`src/rtl/uart_receiver.sv`:
```
// 8N1 UART receiver, LSB first. It samples rx at mid-bit after a 2-flop synchronizer.
// Good frames update data with a data_ready strobe; a low stop bit strobes frame_err instead.
module uart_receiver #(
  parameter int CLKS_PER_BIT = 217
) (
  input  logic       clk,
  input  logic       resetn,
  input  logic       rx,
  output logic [7:0] data,
  output logic       data_ready,
  output logic       frame_err,
  output logic       busy
);

  localparam logic [15:0] HALF = 16'((CLKS_PER_BIT - 1) / 2);
  localparam logic [15:0] LAST = 16'(CLKS_PER_BIT - 1);

  typedef enum logic [1:0] {
    S_IDLE  = 2'd0,
    S_START = 2'd1,
    S_DATA  = 2'd2,
    S_STOP  = 2'd3
  } state_t;

  state_t      state;
  logic        rx_meta;
  logic        rx_s;
  logic [15:0] ccount;
  logic [2:0]  bidx;
  logic [7:0]  shreg;

  // rx is asynchronous; only rx_s may feed the FSM
  always_ff @(posedge clk) begin
    if (!resetn) begin
      rx_meta <= 1'b1;
      rx_s    <= 1'b1;
    end else begin
      rx_meta <= rx;
      rx_s    <= rx_meta;
    end
  end

  always_ff @(posedge clk) begin
    if (!resetn) begin
      state      <= S_IDLE;
      ccount     <= 16'd0;
      bidx       <= 3'd0;
      shreg      <= 8'h00;
      data       <= 8'h00;
      data_ready <= 1'b0;
      frame_err  <= 1'b0;
      busy       <= 1'b0;
    end else begin
      data_ready <= 1'b0;
      frame_err  <= 1'b0;
      case (state)
        S_IDLE: begin
          ccount <= 16'd0;
          if (!rx_s) begin
            state <= S_START;
            busy  <= 1'b1;
          end
        end

        S_START: begin
          if (ccount == HALF) begin
            ccount <= 16'd0;
            if (!rx_s) begin
              state <= S_DATA;
              bidx  <= 3'd0;
            end else begin
              // start bit did not survive to mid-bit: treat as a glitch
              state <= S_IDLE;
              busy  <= 1'b0;
            end
          end else begin
            ccount <= ccount + 16'd1;
          end
        end

        S_DATA: begin
          if (ccount == LAST) begin
            ccount      <= 16'd0;
            shreg[bidx] <= rx_s;
            if (bidx == 3'd7) begin
              state <= S_STOP;
            end else begin
              bidx <= bidx + 3'd1;
            end
          end else begin
            ccount <= ccount + 16'd1;
          end
        end

        S_STOP: begin
          if (ccount == LAST) begin
            // leave at mid-stop so a back-to-back start edge is caught in idle
            ccount <= 16'd0;
            state  <= S_IDLE;
            busy   <= 1'b0;
            if (rx_s) begin
              data       <= shreg;
              data_ready <= 1'b1;
            end else begin
              frame_err <= 1'b1;
            end
          end else begin
            ccount <= ccount + 16'd1;
          end
        end

        default: begin
          state  <= S_IDLE;
          ccount <= 16'd0;
          busy   <= 1'b0;
        end
      endcase
    end
  end

endmodule

```
`config.mk`:
```
export PLATFORM = sky130hd
export DESIGN_NAME = uart_receiver
export DESIGN_NICKNAME = d
export VERILOG_FILES = /design/src/rtl/uart_receiver.sv
export SDC_FILE = /design/constraint.sdc
export NUM_CORES = 1
export LEC_CHECK = 0
export ABC_CLOCK_PERIOD_IN_PS = 2600
export CAP_MARGIN = 20
export CORE_UTILIZATION = 35
export CTS_CLUSTER_SIZE = 14
export DETAILED_ROUTE_END_ITERATION = 16
export MAX_ROUTING_LAYER = met4
export SYNTH_ARGS = -nofsm -noshare
export SYNTH_HDL_FRONTEND = slang
export SYNTH_SLANG_ARGS = --single-unit
```
`constraint.sdc`:
```
create_clock -name clk -period 2.6 [get_ports clk]
set_input_delay 0.26 -clock clk [delete_from_list [all_inputs] [get_ports clk]]
set_output_delay 0.26 -clock clk [all_outputs]
set_load 0.005 [all_outputs]
```
==> out/qor.yml <==
status: "finished, final reports clean"
synth_nets: 215
insertion_delay_ns: 0.30
cts-root-buf: "clkbuf_8"
die_y_um: 75.4
nNetsFinal: 229
crit_path_end: "data[6]$_SDFFE_PN0P_"
drtPass1Iterations: 4
multi_input_area_um2: 963
grt_start_max_net_pins: 24
cts_resized: 0
placed_area_mm2: 0.00207
vias: 1386
grt_antenna_before_repair: 0
slew_headroom: 0.519
setup-tns-final_ns: 0
hold_buffers: 0
ir_drop_mv: 0.332
routed_wl_um: 3420
yosysUniqueCellTypes: 40
start_kind: "flop"
clockBufferDepth: 2
ant_nets: 0
start_util: 0.367
worstPathMaxFanout: 10
drtIter0Drc: 66
cts_tree: "yes"
power.total_mw: 1.32
cpLargestDelayFamily: "simple AND/OR/NAND/NOR gates"
rrSetupSlack_ns: 0.30
dp_hpwl_um: 2380
grt_pass1_vias: 1334
synth_seq_cells: 42
core_area_mm2: 0.00514
maxSlewViolCount: 0
utilization: 0.431
arrival_ns: 2.51
via_per_inst: 4.73
timing.final.hold_violations: 0
grt_usage: 0.148
path_cells: "or4b_1 -> nor4_4 -> and3_1 -> nand3_1 -> a21oi_1"
r2r_end: "data[6]$_SDFFE_PN0P_"
clkSinkCount: 42
yosys_warnings: 0
cp.buffers_inverters: 0
instances_no_fill: 293
rsz0062_at_grt: "false"
syn2layout_area_growth_pct: 17.4
skew_ns: 0.0112
whs_ns: 0.422
syn_inst: 208
finalWorstSetupSlack_ns: 0.305
post_cts_buffers: 0
die_w_um: 75.4
synthesis.area_mm2: 0.00189
final_cell_mix: "dfxtp_1 (42), nor2_1 (31), nand3_1 (19), nand2_1 (18), clkdlybuf4s50_1 (13)"
power.density_mw_per_mm2: 596
num-fill-cells: 530
dp_slack_ns: 0.288
grt_pass1_wl_um: 6120
reg2reg_from: "ccount[8]$_SDFF_PN0_"
htree_levels: 2
finish.instance_area_mm2: 0.00222
numCtsBuffers: 5
post-route-min-period_ns: 2.30
setup_viol: 0
io_buffers: 13
cp.depth: 5
critPathKind: "flop to flop"
route.detailed.drc: 0
cts.reportedPaths.clkPinSlew_ns: 0.08
rows: 26
hp-class: "flop to flop"
rr_worst_depth: 5
gp_congestion: 0.814
cpPeakStageDelay_ns: 0.73
max_freq_ghz: 0.436
yosysSeqAreaShare: 0.445
drive_gt1_frac: 0.0987
die_area_mm2: 0.00569
cp_slowest_cell: "or4b_1"
cp-startpoint: "ccount[8]$_SDFF_PN0_"
leakage_nw: 0.775
hold_depth: 1
avgSynthCellArea_um2: 9.08
crit_required_ns: 2.82
register_area_um2: 841
finalCritPeriodShare: 0.883
grt_overflow: 0
drv_cap: 0
endpoint_kind: "flop"
ioPinCount: 14
final_common_cell: "dfxtp_1"
worstMarginPinSlew_ns: 0.720
wl_per_cell_um: 11.7
place_inst: 285
antenna_cells: 0
==> per-layer routing <==
metal / global-route usage / vias to the layer above / part of all wire
met3: 0.0357 / 7 / 0.030
li1: - / 736 / -
met2: 0.238 / 19 / 0.44
met1: 0.178 / 624 / 0.51
met5: - / - / 0
met4: 0.0617 / 0 / 0.020
==> cells by family after synthesis <==
| family | synth area share |
|---|---|
| flip-flops | 0.445 |
| AO/OA/AOI/OAI | 0.0510 |
| multiplexers | 0.0649 |
| buffers and inverters | 0.0444 |
| XOR/XNOR | 0.0649 |
| AND/OR/NAND/NOR | 0.303 |
| adder cells (fa/ha/maj) | 0.0265 |
==> state kept, by name, summed over array words and instances (netlist names), 3 cells and up, named ones only <==
register and cells:
data 8, ccount 16, bidx 3, shreg 8
==> cells in the mapped netlist, drive strengths merged <==
library cell   n  area (um^2)
a211oi         1         7.51
a21oi         11         58.8
and2           1         6.26
and3           6         38.8
and4           1         8.76
buf            5         38.8
clkbuf         4         15.0
clkinv         1         3.75
dfxtp         42          841
ha             4         50.1
inv            7         26.3
mux2i         10          100
mux4           1         22.5
nand2         18         67.6
nand2b         2         12.5
nand3         19         95.1
nand3b         3         22.5
nand4          3         18.8
nand4b         3         26.3
nor2          31          116
nor2b          1         6.26
nor3           7         35.0
nor4           3         48.8
nor4b          1         23.8
o21a           1         7.51
o21ai          1         5.00
o221a          1         11.3
o22ai          1         6.26
or2            1         6.26
or3b           2         17.5
or4            1         11.3
or4b           1         10.0
xnor2          9         78.8
xor2           5         43.8
==> worst min path at each step <==
stage | from | end | slack [ns]
floorplan | resetn | rx_s$_SDFF_PN1_ | 0.33
global placement | rx_meta$_SDFF_PN1_ | rx_s$_SDFF_PN1_ | 0.41
detailed placement | rx_meta$_SDFF_PN1_ | rx_s$_SDFF_PN1_ | 0.41
CTS | rx_meta$_SDFF_PN1_ | rx_s$_SDFF_PN1_ | 0.43
global route | rx_meta$_SDFF_PN1_ | rx_s$_SDFF_PN1_ | 0.47
finish | rx_meta$_SDFF_PN1_ | rx_s$_SDFF_PN1_ | 0.42
==> report_power, final <==
group | internal [mW] | switching (mW) | leakage, nW
combinational | 0.0125 | 0.0155 | 0.365
clock | 0.410 | 0.229 | 0.0714
sequential | 0.647 | 0.00708 | 0.339
==> layout make-up <==
| type | instances | share of cell area |
|---|---|---|
| clock inverter | 2 | 0.0271 |
| timing repair buffer | 16 | 0.0688 |
| sequential | 42 | 0.379 |
| tap | 70 | 0.0395 |
| clock buffer | 6 | 0.0372 |
| inverter | 8 | 0.0135 |
| multi-input combinational | 149 | 0.435 |
Power figures use the tool's default switching activity.
